--- config.mk ---
export PLATFORM = sky130hd
export DESIGN_NAME = tcdm_sram_adapter
export DESIGN_NICKNAME = d
export VERILOG_FILES = /design/src/rtl/tcdm_sram_adapter.sv
export SDC_FILE = /design/constraint.sdc
export NUM_CORES = 1
export LEC_CHECK = 0
export BUFFER_PORTS_ARGS = -buffer_cell sky130_fd_sc_hd__buf_2
export CORE_UTILIZATION = 44
export CTS_CLUSTER_SIZE = 25
export DETAILED_ROUTE_END_ITERATION = 6
export MAX_ROUTING_LAYER = met4
export PLACE_DENSITY_LB_ADDON = 0.1
export SETUP_SLACK_MARGIN = 0.2
export SLEW_MARGIN = 0
export SYNTH_ARGS = -nofsm -noshare
export SYNTH_HDL_FRONTEND = slang
export SYNTH_SLANG_ARGS = --single-unit
--- constraint.sdc ---
create_clock -name clk_i -period 2.56 [get_ports clk_i]
set_input_delay 0.512 -clock clk_i [delete_from_list [all_inputs] [get_ports clk_i]]
set_output_delay 0.512 -clock clk_i [all_outputs]
set_load 0.02 [all_outputs]
--- src/rtl/tcdm_sram_adapter.sv ---
// TCDM slave endpoint driving one single-port SRAM bank, with a latency-matched response pipeline
// and saturating access counters. Optional range check: TCDM_SRAM_ADAPTER_RANGE_CHECK_EN.
module tcdm_sram_adapter #(
  parameter int unsigned MEM_ADDR_W  = 10,
  parameter int unsigned MEM_LATENCY = 1,
  parameter logic [31:0] BASE_ADDR   = 32'h1000_0000
) (
  input  logic                  clk_i,
  input  logic                  rst_i,
  input  logic                  tcdm_req_i,
  input  logic [31:0]           tcdm_add_i,
  input  logic                  tcdm_wen_i,
  input  logic [31:0]           tcdm_wdata_i,
  input  logic [3:0]            tcdm_be_i,
  output logic                  tcdm_gnt_o,
  output logic [31:0]           tcdm_r_rdata_o,
  output logic                  tcdm_r_opc_o,
  output logic                  tcdm_r_valid_o,
  output logic                  mem_req_o,
  input  logic                  mem_gnt_i,
  output logic [MEM_ADDR_W-1:0] mem_addr_o,
  output logic                  mem_we_o,
  output logic [3:0]            mem_be_o,
  output logic [31:0]           mem_wdata_o,
  input  logic [31:0]           mem_rdata_i,
  input  logic                  cnt_clr_i,
  output logic [31:0]           rd_cnt_o,
  output logic [31:0]           wr_cnt_o
);

  logic [31:0] offset;
  logic        in_range;
  logic        xfer;
  logic        unused_bits;

  assign offset = tcdm_add_i - BASE_ADDR;

`ifdef TCDM_SRAM_ADAPTER_RANGE_CHECK_EN
  // Out-of-range requests are accepted immediately and answered with an error, never touching SRAM.
  assign in_range   = (offset >> (MEM_ADDR_W + 2)) == 32'd0;
  assign tcdm_gnt_o = tcdm_req_i & (mem_gnt_i | ~in_range);
  assign mem_req_o  = tcdm_req_i & in_range;
`else
  assign in_range   = 1'b1;
  assign tcdm_gnt_o = tcdm_req_i & mem_gnt_i;
  assign mem_req_o  = tcdm_req_i;
`endif

  assign unused_bits = ^{offset[31:MEM_ADDR_W+2], offset[1:0]};

  assign xfer        = tcdm_req_i & tcdm_gnt_o;
  assign mem_addr_o  = offset[MEM_ADDR_W+1:2];
  assign mem_we_o    = ~tcdm_wen_i;
  assign mem_be_o    = tcdm_be_i;
  assign mem_wdata_o = tcdm_wdata_i;

  // Response pipeline: stage 0 loads on the grant edge, last stage lines up with SRAM read data.
  logic [MEM_LATENCY-1:0] vld_q;
  logic [MEM_LATENCY-1:0] rd_q;
  logic [MEM_LATENCY-1:0] err_q;

  always_ff @(posedge clk_i or posedge rst_i) begin
    if (rst_i) begin
      vld_q <= '0;
      rd_q  <= '0;
      err_q <= '0;
    end else begin
      vld_q[0] <= xfer;
      rd_q[0]  <= xfer & tcdm_wen_i;
      err_q[0] <= xfer & ~in_range;
      for (int i = 1; i < MEM_LATENCY; i++) begin
        vld_q[i] <= vld_q[i-1];
        rd_q[i]  <= rd_q[i-1];
        err_q[i] <= err_q[i-1];
      end
    end
  end

  assign tcdm_r_valid_o = vld_q[MEM_LATENCY-1];
  assign tcdm_r_opc_o   = vld_q[MEM_LATENCY-1] & err_q[MEM_LATENCY-1];
  assign tcdm_r_rdata_o = (vld_q[MEM_LATENCY-1] & rd_q[MEM_LATENCY-1] & ~err_q[MEM_LATENCY-1]) ?
                          mem_rdata_i : 32'd0;

  // Saturating profiling counters; clear wins over a same-cycle increment.
  logic [31:0] rd_cnt_q, rd_cnt_d;
  logic [31:0] wr_cnt_q, wr_cnt_d;
  logic        rd_inc, wr_inc;

  assign rd_inc = xfer & in_range & tcdm_wen_i;
  assign wr_inc = xfer & in_range & ~tcdm_wen_i;

  always_comb begin
    rd_cnt_d = rd_cnt_q;
    wr_cnt_d = wr_cnt_q;
    if (cnt_clr_i) begin
      rd_cnt_d = 32'd0;
      wr_cnt_d = 32'd0;
    end else begin
      if (rd_inc && (rd_cnt_q != 32'hFFFF_FFFF)) rd_cnt_d = rd_cnt_q + 32'd1;
      if (wr_inc && (wr_cnt_q != 32'hFFFF_FFFF)) wr_cnt_d = wr_cnt_q + 32'd1;
    end
  end

  always_ff @(posedge clk_i or posedge rst_i) begin
    if (rst_i) begin
      rd_cnt_q <= 32'd0;
      wr_cnt_q <= 32'd0;
    end else begin
      rd_cnt_q <= rd_cnt_d;
      wr_cnt_q <= wr_cnt_d;
    end
  end

  assign rd_cnt_o = rd_cnt_q;
  assign wr_cnt_o = wr_cnt_q;

endmodule

Yosys cells after proc, flatten, opt, wreduce, memory -nomap -nowiden
Index checks and enable logic that the tools add are counted.
Widths: inputs -> output; s select.
{"block": "op_classes", "add_sub_neg": 3, "n_eq_ne": 2, "n_mux": 5, "bitwise": 6, "n_reduce_logical": 4}
{"cell": "$mux 32", "count": 5}
{"cell": "$add 32x1->32 const B", "count": 2}
{"cell": "$ne 32x32->1 const B", "count": 2}
{"cell": "$sub 12x1->12 const B", "count": 1}
{"cell": "$and 1x1->1", "count": 5}
{"cell": "$reduce_bool 2->1", "count": 2}
{"cell": "$logic_and 1x1->1", "count": 2}
{"cell": "$not 1->1", "count": 1}
{"block": "word_totals", "reg_bits": 66, "input_bits": 106, "out_inout_bits": 147, "wordCells": 24}

Depth between registers and ports, before layout
Gate-level depths: netlist of the first run.
{"block": "logic_depth", "depth_word": 6, "mapped_depth": 8, "ltp_nobuf": 6}

Worst setup path after synthesis of the first run
OpenSTA, ideal clock, no wires.
{"block": "synth_path", "path_type": "reg-to-reg", "from": "reg wr_cnt_q[17] (netlist: wr_cnt_o[17])", "to": "reg wr_cnt_q[26] (netlist: wr_cnt_o[26])", "setup_time_ns": 0.125, "t_arrival_ns": 2.153, "required_time_ns": 2.435, "path_slack_ns": 0.282, "stages_incl_launch_ff": 7, "path_buffers": 1, "synth_period_minus_slack_ns": 2.278, "path_cell_list": "dfrtp_1 nand4_2 or4_4 o31ai_4 buf_6 nor4_1 mux2_4"}
{"block": "synth_between", "elab_chain_cells": 3, "elab_cells_between_ends": 6, "classes_between": "add/sub (1); eq/ne (1); mux (2); reduce/logical (2)"}
{"element": "start, declared", "line": "86", "rtl": "logic [31:0] wr_cnt_q, wr_cnt_d;"}
{"element": "start signal, assigned", "line": "110", "rtl": "wr_cnt_q <= wr_cnt_d;"}
{"element": "$add 32x1->32 or $ne 32x32->1 (tied branches)", "line": "100", "rtl": "if (wr_inc && (wr_cnt_q != 32'hFFFF_FFFF)) wr_cnt_d = wr_cnt_q + 32'd1;"}
{"element": "$mux 32 or $logic_and 1x1->1 (tied branches)", "line": "100"}
{"element": "$mux 32 or $reduce_bool 2->1 (tied branches)"}
Several ways; a longest one is shown, not always the timed one. The select of a mux whose other input is x is not followed.
A chain may end at the register's enable or synchronous reset.

Final worst setup path of the first run
{"block": "layout_path", "from": "reg wr_cnt_q[8] (netlist: wr_cnt_o[8])", "to": "reg wr_cnt_q[22] (netlist: wr_cnt_o[22])"}
Same word-level chain as after synthesis.

==> results of run 1 <==
-- Yosys cell counts (2+ instances only) --
cell type | number | area share [%]
inv_1 | 9 | 0.80
or3_1 | 26 | 3.8
o21ai_1 | 4 | 0.47
nor2b_1 | 6 | 0.89
and4_1 | 4 | 0.83
or4_1 | 23 | 4.1
a21oi_1 | 51 | 6.0
ha_1 | 2 | 0.59
nand3b_1 | 2 | 0.35
nand4_2 | 2 | 0.59
o41ai_1 | 2 | 0.41
nand4_1 | 25 | 3.7
nor3_1 | 2 | 0.24
nor2_1 | 21 | 1.9
o31ai_1 | 22 | 3.9
nand3_1 | 24 | 2.8
clkbuf_1 | 16 | 1.4
o21ai_0 | 21 | 2.5
nand2_1 | 24 | 2.1
mux2i_1 | 2 | 0.47
and2_1 | 4 | 0.59
dfrtp_1 | 66 | 39
xnor2_1 | 2 | 0.41
xor2_1 | 4 | 0.83
mux2_1 | 2 | 0.53
nor4_2 | 2 | 0.59
and3_1 | 35 | 5.2
buf_4 | 48 | 8.5
nor4_1 | 7 | 1.0
buf_6 | 3 | 0.80
-- per-layer routing --
metal  vias to the layer above  part of all wire, %  global-route usage (%)
li1                       1960                    -                       -
met1                      2028                   45                   35.47
met2                       159                   46                   39.25
met3                        15                  7.5                   6.894
met4                         0                  1.2                   7.023
met5                         -                    0                       -
-- area by class of cell --
class,instances,area share (%)
Inverter,9,0.6769
Tap cell,129,3.234
Timing Repair Buffer,155,16.95
Clock inverter,4,0.5014
Sequential cell,66,33.14
Clock buffer,12,3.309
Multi-Input combinational cell,336,42.19
-- cell families after synthesis --
family,after synthesis,share of synthesized area [%]
compound gates,108,15.53
xor+xnor,6,1.240
fa+ha+maj,2,0.5902
buf+inv,78,11.72
flops,66,38.96
mux,6,1.623
other cells,1,0.08846
simple gates,213,30.25
-- timing repair --
item	in CTS	in global routing
hold endpoints to repair	0	0
buffers inserted	0	1
setup endpoints to repair	0	14
gates resized for setup	0	3
-- critical path, cell delays in order, from the launching register on --
cell and delay (ns):
dfrtp_1 0.45, nand4_2 0.17, or2_4 0.32, or4b_4 0.61, or4_1 0.43, a21oi_1 0.15
-- how the worst max path moves through the flow --
| stage | startpoint | endpoint | slack [ns] | cells after the start |
|---|---|---|---|---|
| 2_1_floorplan | wr_cnt_o[17] | wr_cnt_o[26] | 0.28 | 6 |
| 3_3_place_gp | tcdm_req_i | rd_cnt_o[14] | 0.24 | 6 |
| 3_5_place_dp | tcdm_req_i | rd_cnt_o[12] | 0.23 | 6 |
| 4_1_cts | rd_cnt_o[0] | rd_cnt_o[28] | 0.27 | 7 |
| 5_1_grt | wr_cnt_o[8] | wr_cnt_o[22] | 0.22 | 5 |
| 6_report | wr_cnt_o[8] | wr_cnt_o[22] | 0.35 | 5 |
-- through the flow --
stage                     cells  total power, mW
final                       711            2.040
after global routing        711            2.105
after CTS                   710            2.062
after detailed placement    694            1.212
after global placement      694            1.209
after floorplan             480            1.251
-- state kept, by name, indices dropped and copies added, names as in the netlist --
register	cells
rd_cnt_o	32
wr_cnt_o	32
rd_q	1
tcdm_r_valid_o	1
-- power groups by stage --
stage	Clock, mW	Sequential, mW	Combinational (mW)
after floorplan	0	1.07	0.177
after global placement	0	1.08	0.131
after detailed placement	0	1.08	0.133
after CTS	0.871	1.06	0.133
after global routing	0.899	1.06	0.145
final	0.851	1.06	0.131
-- cell usage in the layout (no fill, tap or decap), types with 22 or more instances in the layout --
| master | instances |
|---|---|
| or4_1 | 23 |
| nand2_1 | 24 |
| a21oi_1 | 51 |
| nand4_1 | 25 |
| o31ai_1 | 22 |
| buf_2 | 137 |
| or3_1 | 26 |
| and3_1 | 35 |
| nand3_1 | 24 |
| dfrtp_1 | 64 |
==> flow_results.org, run 1 <==
** Run status
- Outcome :: finished clean

** STA
- Share of the clock period used by the worst path :: 86.46%
- Fin worst setup slack :: 0.3467 ns
- The count of final hold-check violations came to 0.
- RSZ-0062 raised after global routing :: no
- Between clock sinks in the finished design, the worst skew comes to ~0.0080 ns.
- Final setup violation count :: 0
- For the final routed database, the setup TNS stands at 0 ns.
- At the pin with the least slew margin, the transition time is ~0.98 ns.
- In this run the tightest slew margin relative to its limit is 34.99%.
- Post-layout minimum cycle time :: 2.213 ns
- Maximum operating frequency :: around 450 MHz
- Across all hold checks on the routed design, the worst slack comes to ~0.22 ns.
- Pins over their slew limit :: 0

** Synthesis
- Most used DFF post-synth :: dfrtp_1
- Summing every instance area after synthesis gives 4239 µm².
- Count of flip-flops with a built-in enable after synthesis :: 0
- The number of nets handed over by synthesis was roughly 590.
- Cell count after synthesis :: 480
- In this run the mean area of a mapped cell was ~8.8 µm².
- Proportion of synthesized chip area in sequential cells :: between 30% and 40%
- Synthesis instantiated 49 different standard cells from the library.
- Yosys warnings :: 0
- Number of register bits inferred by synthesis :: 66
- Post-synth ARST share :: between 90% and 100%

** Power
- The analysis attributes to cell leakage a power of approximately 2.4 nW.
- Clock share of power :: between 40% and 50%
- Dividing total power by cell area gives a power density of roughly 400 nW/µm².
- In this run, flip-flops and latches consume slightly above 50% of the power.
- Internal Pwr Total :: 1.519 mW
- Summed over all nets, the switching power comes to approximately 0.52 mW.
- Across the VDD grid, the largest voltage drop is approximately 0.00027 V.
- Net switching is between 20% and 30% of the power.
- Gate power share :: between 6 and 7%

** Worst setup path
- The setup check on the worst reg-to-reg path leaves a slack of ~0.35 ns.
- STA puts the critical path data required time at between 2 and 3 ns.
- STA puts the critical path data arrival time at around 2.5 ns.
- Crit path launch type :: flip-flop
- The endpoint identified for the worst register-to-register timing path is wr_cnt_o[22].
- Measured in cells, the most critical reg-to-reg path has a length of 5.
- Along the worst path, the maximum fanout reaches 13.
- Setup crit end kind :: flip-flop
- The critical path in this run is classified as flip-flop to flip-flop.
- In this run the critical register-to-register path is launched from wr_cnt_o[8].

** Floorplan
- The die covers ~10000 µm².
- Area of the core region :: just over 9000 µm²
- In this run the vertical extent of the chip is 100.2 µm.
- Std-Cell Rows :: 35
- In this run the horizontal extent of the chip is between 100 and 150 µm.
- For this configuration, the core starts out at a cell density of a little under half.
- ~250 I/O pins were placed.

** Clock network
- Clock Tree Root :: clkbuf_8
- Buffers inserted during clock tree synthesis total 9.
- Reg clk slew, reported paths :: approximately 0.08 ns
- Skew-Pair Late Insertion Delay :: 0.35 ns
- CTS built an H-tree with a depth of 3.
- Number of buffers on the longest clock path :: 2
- TritonCTS clock tree :: built
- In this run, post-CTS hold repair placed 0 buffers.
- Clock sink count :: 66

** Placed design
- Area post-placement :: around 4800 µm²
- After legalization and detailed placement, the total HPWL measured roughly 9400 µm.
- Final RePlAce weighted congestion :: between 0.8 and 0.9
- Input and output buffers added on the ports amount to around 140.
- Post-place setup slack :: about 0.23 ns

** Layout
- Count of antenna diodes in the layout :: 0
- FF+latch area :: 1654 µm²
- At the end of the flow the core is filled with cells to between 50% and 60%.
- Area delta synth->final :: 17.74%
- NumNets Final :: ~690
- After filler insertion, the fill cell instance count of the layout stands at 919.
- Fraction of layout cells with a size suffix above 1 :: 32.65%
- The multi-input combinational cells in the finished layout cover a total of approximately 2100 µm².
- Final design area excluding fillers :: between 4000 and 5000 µm²

** GRT
- Total track usage :: between 20% and 30%
- The number of antenna violations at the first check in global routing was 0.
- First-pass GRT wire length :: between 15000 and 20000 µm
- The via count of the first global-routing pass was ~3.8k.
- Pin count of the biggest net entering global routing :: 53
- GRT overflow :: 0

** Routing
- After the first detailed-routing iteration, the DRC count stood at approximately 300.
- # DRC :: 0
- Per-cell via count in the routed design :: just under 6
- Total wire length :: approximately 13000 µm
- Remaining antenna violation count after routing :: 0
- In the final routed layout, each cell accounts on average for around 18 µm.
- Via count :: about 4.2k
- DRT Pass-1 Iters :: 4

** Hold path
- The path class of the tightest hold or removal check is input port to asynchronous set/reset pin.

** Run
- Max-cap violations in this run came to 0.
(Power assumes the default switching activity.)
==> run 2: changes to the inputs <==
- clock period: 2.56 -> 2.5 ns (I/O delays scaled with it)
==> run 2 against run 1 <==
Net effect: wire length is 0.95% higher; power down 2.3%; maximum frequency is essentially flat; first-iteration DRC count fell by 41%; non-clock buffer count increased by 8; sequential cell count unchanged; register-to-register slack got worse by 0.06 ns; global-route usage down 0.68 points; combinational power rose by 5%; utilization grew 0.61 points; highest routed layer unchanged.
==> flow_results.org, run 2 (synthesis gave the netlist of run 1 again) <==
** Run status
- The flow ran to the end, and the final reports show no timing, DRC or antenna violations.

** Layout
- Area delta synth->final :: 19.07%
- In the layout the commonest cells are buf_2 (137), dfrtp_1 (60), a21oi_1 (51).
- The sequential cell area in the final layout was 1659 µm² (+0.30%).
- The total of fill cells in the finished design was 901 (-2.0%).
- Most common cell after layout, fill and taps aside :: buf_2
- Fraction of layout cells with a size suffix above 1 :: 34.35% (+1.7 points)
- The utilization after layout was 54.37% (+0.61 points).
- Multi-input gate area :: 2135 µm² (+1.4%)
- NumNets Final :: 694 (+1.3%)

** Power
- Relative contribution of sequential cells to total power :: 54.4% (+2.5 points)
- The worst voltage drop across the vdd grid was 0.0001948 V (-28%).
- The total internal power was 1.477 mW (-2.8%).
- Switching power total :: 0.5167 mW (-0.88%)
- The total power density per cell area came to 395.0 nW/µm² (-3.4%).
- The clock network fraction of design power came to 38.7% (-3.0 points).
- Gate power share :: 6.9% (+0.5 points)
- Sw frac :: 25.92% (+0.37 points)
- The leakage component of the power came to 2.414 nW (+1.4%).

** Routing
- Wirelength per Cell :: 17.73 µm (-0.45%)
- Remaining antenna violation count after routing :: 0 (unchanged)
- Number of violations reported at the end of detailed-routing iteration 0 :: 177 (-41%)
- Via count :: 4168 (+0.14%)
- The number of vias per cell after detailed routing was 5.781 (-1.2%).
- Total wire length :: 12780 µm (+0.95%)
- DRT Pass-1 Iters :: 4 (unchanged)
- # DRC :: 0 (unchanged)

** Worst setup path
- Terminus of the critical flop-to-flop path :: wr_cnt_o[16]
- Arrival time worst endpoint :: 2.39 ns (-0.10 ns)
- Slowest library cell on the worst path :: or4b_2
- Depth of the worst register-to-register path :: 7 (+2)
- The count of buffer and inverter cells on the critical path is 1 (+1).
- CP peak stage delay :: 0.76 ns (+0.15 ns)
- The worst setup path is captured at a flip-flop.
- In this run the critical register-to-register path is launched from wr_cnt_o[1].
- The path length in cells of the critical path came to 7 (+2).
- The setup slack on the worst flop-to-flop path was 0.29 ns (-0.06 ns).
- Crit path launch type :: flip-flop
- The largest driver fanout on the critical path is 6 (-7).
- The data required time of the critical path is 2.68 ns (-0.16 ns).
- Critical path start-end classification :: flip-flop to flip-flop
- Cell Chain, Critical Path :: ha_1 -> and3_1 -> nand3_2 -> or4b_2 -> buf_4 -> xor2_1 -> nor2_1
- Broken down by cell family, the worst path's largest delay share belongs to simple AND/OR/NAND/NOR gates.

** Floorplan
- Die width :: 100.2 µm (unchanged)
- Area of the core region :: 9284 µm² (unchanged)
- Initial standard-cell utilization of the core :: 45.66% (unchanged)
- DIE HEIGHT :: 100.2 µm (unchanged)
- The number of placed I/O pins is 253 (unchanged).
- Std-Cell Rows :: 35 (unchanged)
- Die area :: 10030 µm² (unchanged)

** Clock network
- The count of hold-fix buffers inserted at cts is 0 (unchanged).
- The number of clock sinks seen by CTS was 66 (unchanged).
- Clock tree synthesis selected as its root buffer the cell clkbuf_8.
- Number of CTS-inserted buffers :: 9 (unchanged)
- The clock latency reported for the late side of the worst-skew pair is 0.34 ns (about the same).
- Reg clk slew, reported paths :: 0.08 ns (about the same)
- The maximum number of buffers from clock root to sink was 2 (unchanged).
- The H-tree depth came to 3 (unchanged).
- TritonCTS built the clock tree.

** Placed design
- Final HPWL DP :: 9410 µm (+0.43%)
- The placement-stage worst setup slack came to 0.2523 ns (+0.02533 ns).
- The final RePlAce weighted congestion is 0.8312 (+2.3%).
- Port Buffers :: 137 (unchanged)

** STA
- The final count of pins violating max slew was 0 (unchanged).
- The final worst slack was 0.2880 ns (-0.05863 ns).
- Post-route setup TNS :: 0 ns (unchanged)
- Final setup skew :: 0.01507 ns (+0.007025 ns)
- Worst Max-Slew Pin Slew :: 0.8327 ns (-0.1425 ns)
- The count of final hold-check violations is 0 (unchanged).
- Setup repair after global routing could not meet its margin everywhere.
- The relative slew slack was 44.49% (+9.5 points).
- Maximum operating frequency :: 452.1 MHz (about the same)
- Post-layout minimum cycle time :: 2.212 ns (-0.001367 ns)
- Final setup violation count :: 0 (unchanged)
- The share of the clock period used by the worst path came to 88.48% (+2.0 points).

** GRT
- Total track usage :: 25.62% (-0.68 points)
- The largest net degree at the start of global routing is 44 (-17%).
- GRT overflow :: 0 (unchanged)
- Number of global-route vias before repair :: 3672 (-4.1%)
- Initial antenna violation count :: 1 (+1)
- First-pass GRT wire length :: 19360 µm (-2.7%)

** Hold path
- The tightest min-delay check is of the input port to asynchronous set/reset pin type.

** Run
- The number of max-cap violations came to 0 (unchanged).
-- run 2: cell count changes in the layout (fill, tap and decap cells not counted), sizes merged --
| cell | before | now |
|---|---|---|
| buf | 155 | 163 |
| clkbuf | 12 | 11 |
| clkinv | 2 | 4 |
| clkinvlp | 2 | 1 |
| diode | 0 | 1 |
| or4b | 1 | 2 |
-- run 2: worst max-delay path by stage --
stage	start	end	slack [ns]
after global placement	rd_cnt_o[0]	rd_cnt_o[13]	0.32
after detailed placement	rd_cnt_o[0]	rd_cnt_o[13]	0.25
final	wr_cnt_o[1]	wr_cnt_o[16]	0.29
after CTS	wr_cnt_o[8]	wr_cnt_o[22]	0.24
after global routing	wr_cnt_o[17]	wr_cnt_o[26]	0.20
after floorplan	wr_cnt_o[17]	wr_cnt_o[26]	0.22
-- run 2: timing repair --
action                                  CTS  global route
gates resized for setup                   0            10
hold endpoints to repair                  0             0
buffers inserted                          0             7
endpoints found under the setup margin    0            28
-- run 2: power groups by stage --
stage	Combinational (mW)	Clock, mW	Sequential [mW]
2_1_floorplan	0.181	0	1.10
3_5_place_dp	0.134	0	1.10
4_1_cts	0.135	0.801	1.08
3_3_place_gp	0.134	0	1.10
6_report	0.137	0.772	1.08
5_1_grt	0.151	0.839	1.09
-- run 2: stage by stage --
step / total power [mW] / std cells / area (µm²) / hold WS [ns]
finish: 1.994 / 721 / 5047 / 0.2171
global route: 2.075 / 721 / 5047 / 0.2570
CTS: 2.020 / 712 / 4950 / 0.2242
detailed placement: 1.239 / 696 / 4787 / 0.5625
global placement: 1.237 / 696 / 4787 / 0.5525
floorplan: 1.281 / 480 / 4239 / 0.6379
-- run 2: cell type report --
class | count | share of cell area (%)
inverter | 9 | 0.6693
tap | 129 | 3.198
timing repair buffer | 163 | 17.70
multi-input combinational | 337 | 42.29
antenna | 1 | 0.04958
sequential | 66 | 32.87
clock inverter | 5 | 0.6197
clock buffer | 11 | 2.603
-- run 2: per-layer routing --
metal	vias to the layer above	routed length (µm)	GRT usage (%)
met5	-	0	-
met4	0	102	8.027
met3	13	918	6.964
met2	144	5734	36.83
met1	2031	6028	35.15
li1	1980	-	-
==> run 3: changes to the inputs <==
- CORE_AREA: default -> 2 2 97 99
- CORE_UTILIZATION: 44 -> default
- DIE_AREA: default -> 0 0 99 101
- clock period: 2.5 -> 2.6 ns (I/O delays scaled with it)
==> run 3 against run 2 <==
Net effect: global-route usage down 2.1 points; worst hold slack better by 0.0041 ns; design area decreased by 1.1%; wire length shrank 11%; utilization is 1.2 points higher; first-iteration DRC count grew 1.7%; power grew 12%.
==> flow_results.org, run 3 (synthesis gave the netlist of run 1 again) <==
** GRT
- In this run the most used layer during global routing was met2.
- Pin count of the biggest net entering global routing :: 67 (+52%)
- The number of antenna violations at the first check in global routing came to 0 (-1).
- The fraction of met3 tracks used by global routing is 6.449% (-0.51 points).
- GRT overflow :: 0 (unchanged)
- The first-pass GRT wire length was 18610 µm (-3.9%).
- GR met1 Demand/Resource :: 30.66% (-4.5 points)
- Total track usage :: 23.49% (-2.1 points)
- The via count of the first global-routing pass is 3767 (+2.6%).
- Global-route track usage on met2 :: 35.29% (-1.5 points)

** Hold path
- The min-delay analysis places its worst path in the category input port to asynchronous set/reset pin.

** Power
- Peak supply drop :: 0.0002906 V (+49%)
- The leakage component of the power came to 2.395 nW (-0.77%).
- The total power density per cell area is 445.9 nW/µm² (+13%).
- The post-route total power was 2.225 mW (+12%).

** Routing
- Via count :: 4091 (-1.8%)
- The post-detailed-route wirelength per cell is 16.43 µm (-7.3%).
- Remaining antenna violation count after routing :: 0 (unchanged)
- Total wire length :: 11360 µm (-11%)
- The number of vias per cell after detailed routing was 5.920 (+2.4%).
- DRT Pass-1 Iters :: 4 (unchanged)
- The DRC violations left came to 0 (unchanged).
- The count of routing violations after the opening detailed-route iteration came to 180 (+1.7%).

** Placed design
- The post-detailed-placement half-perimeter wirelength is 7927 µm (-16%).
- The count of input and output buffers is 137 (unchanged).
- The final RePlAce weighted congestion came to 0.8328 (+0.19%).

** Worst setup path
- The data required time of the critical path is 2.83 ns (+0.15 ns).
- The worst reg-to-reg path cell count is 7 (unchanged).
- Register-to-register setup slack :: 0.34 ns (+0.05 ns)
- Launching point of the worst reg2reg path :: wr_cnt_o[16]
- The critical path is of the flip-flop to flip-flop type.
- Setup crit end kind :: flip-flop
- Terminus of the critical flop-to-flop path :: wr_cnt_o[16]
- The largest driver fanout on the critical path is 8 (+2).
- The endpoint arrival time on the critical path is 2.49 ns (+0.10 ns).
- STA classifies the critical path startpoint as a flip-flop.

** Floorplan
- Initial standard-cell utilization of the core :: 47.22% (+1.6 points)
- Std-Cell Rows :: 35 (unchanged)
- The placeable core region came to 8977 µm² (-3.3%).
- The die area was 9999 µm² (-0.32%).
- The floorplan die width was 99 µm (-1.2%).
- DIE HEIGHT :: 101 µm (+0.84%)
- The number of placed I/O pins was 253 (unchanged).

** Clock network
- Reg clk slew, reported paths :: 0.08 ns (about the same)
- The number of clock sinks seen by CTS is 66 (unchanged).
- The clock latency reported for the late side of the worst-skew pair came to 0.35 ns (about the same).
- The H-tree depth is 3 (unchanged).
- Clock Tree Root :: clkbuf_8
- Number of CTS-inserted buffers :: 9 (unchanged)
- Number of hold buffers added after cts :: 0 (unchanged)
- TritonCTS clock tree :: built
- Number of buffers on the longest clock path :: 2 (unchanged)

** STA
- The setup TNS after final layout is 0 ns (unchanged).
- Final setup skew :: 0.01101 ns (-0.004061 ns)
- The share of the clock period used by the worst path is 87.01% (-1.5 points).
- The final count of pins violating max slew came to 0 (unchanged).
- RSZ-0062 raised after global routing :: no
- The minimum clock period came to 2.262 ns (+0.05021 ns).
- Worst slew margin :: 37.41% (-7.1 points)
- Final setup violation count :: 0 (unchanged)
- The maximum clock frequency is 442.1 MHz (-2.2%).
- Worst Max-Slew Pin Slew :: 0.9389 ns (+0.1062 ns)
- The count of final hold-check violations is 0 (unchanged).

** Layout
- The area occupied by multi-input gates is 2105 µm² (-1.4%).
- Compared with the post-synthesis result, the final layout area differs by 17.71%.
- The fraction of layout instances using a drive strength above 1 is 32.07% (-2.3 points).
- NumNets Final :: 683 (-1.6%)
- Most common cell after layout, fill and taps aside :: buf_2
- In the layout the commonest cells are buf_2 (138), dfrtp_1 (66), a21oi_1 (51).
- The antenna diode count came to 0 (-1).
- FF+latch area :: 1652 µm² (-0.45%)
- The total of fill cells in the finished design is 856 (-5.0%).

** Run status
- Outcome :: finished clean

** Run
- The number of max-cap violations was 0 (unchanged).
## run 3: timing repair
item,in CTS,in global routing
endpoints found under the setup margin,0,5
setup buffers,0,2
resized for setup,0,3
endpoints found under the hold margin,0,0
## run 3: through the flow
step	setup WS (ns)	utilization [%]	hold slack [ns]	cell area, µm²	std cells
6_report	0.3378	55.58	0.2212	4990	691
3_5_place_dp	0.3090	52.66	0.5645	4727	673
5_1_grt	0.2002	55.58	0.2538	4990	691
3_3_place_gp	0.3545	52.66	0.5551	4727	673
4_1_cts	0.2797	55.34	0.2300	4969	689
2_1_floorplan	0.3222	-	0.6379	4239	480
## run 3: worst max path at each step
| stage | cells past startpoint | to | startpoint |
|---|---|---|---|
| after floorplan | 6 | wr_cnt_o[26] | wr_cnt_o[17] |
| after global placement | 6 | wr_cnt_o[22] | wr_cnt_o[0] |
| after detailed placement | 6 | wr_cnt_o[24] | wr_cnt_o[0] |
| after CTS | 6 | wr_cnt_o[22] | wr_cnt_o[0] |
| after global routing | 6 | rd_cnt_o[14] | rd_cnt_o[0] |
| final | 7 | wr_cnt_o[16] | wr_cnt_o[16] |
## run 3: per-layer routing
layer	up-vias	share of wire, %
met5	-	0
met4	0	1.5
met3	22	6.4
li1	1952	-
met2	141	47
met1	1976	45
## run 3: area by class of cell
class	instances	area share, %
multi-input combinational	336	42.18
sequential	66	33.10
timing repair buffer	153	16.42
tap	111	2.783
clock buffer	9	2.482
clock inverter	7	2.357
inverter	9	0.6770
## run 3: critical path, cell delays in order, from the launching register on
cell and delay, ns:
dfrtp_1 0.46, nand4_2 0.23, or4_4 0.65, or4b_4 0.28, buf_2 0.20, buf_4 0.13
xor2_1 0.14, nor2_1 0.06
## run 3: where the power goes
group	total [mW]	switching [mW]	internal [mW]
clock	1.06	0.424	0.637
combinational	0.123	0.0801	0.0430
sequential	1.04	0.0116	1.03
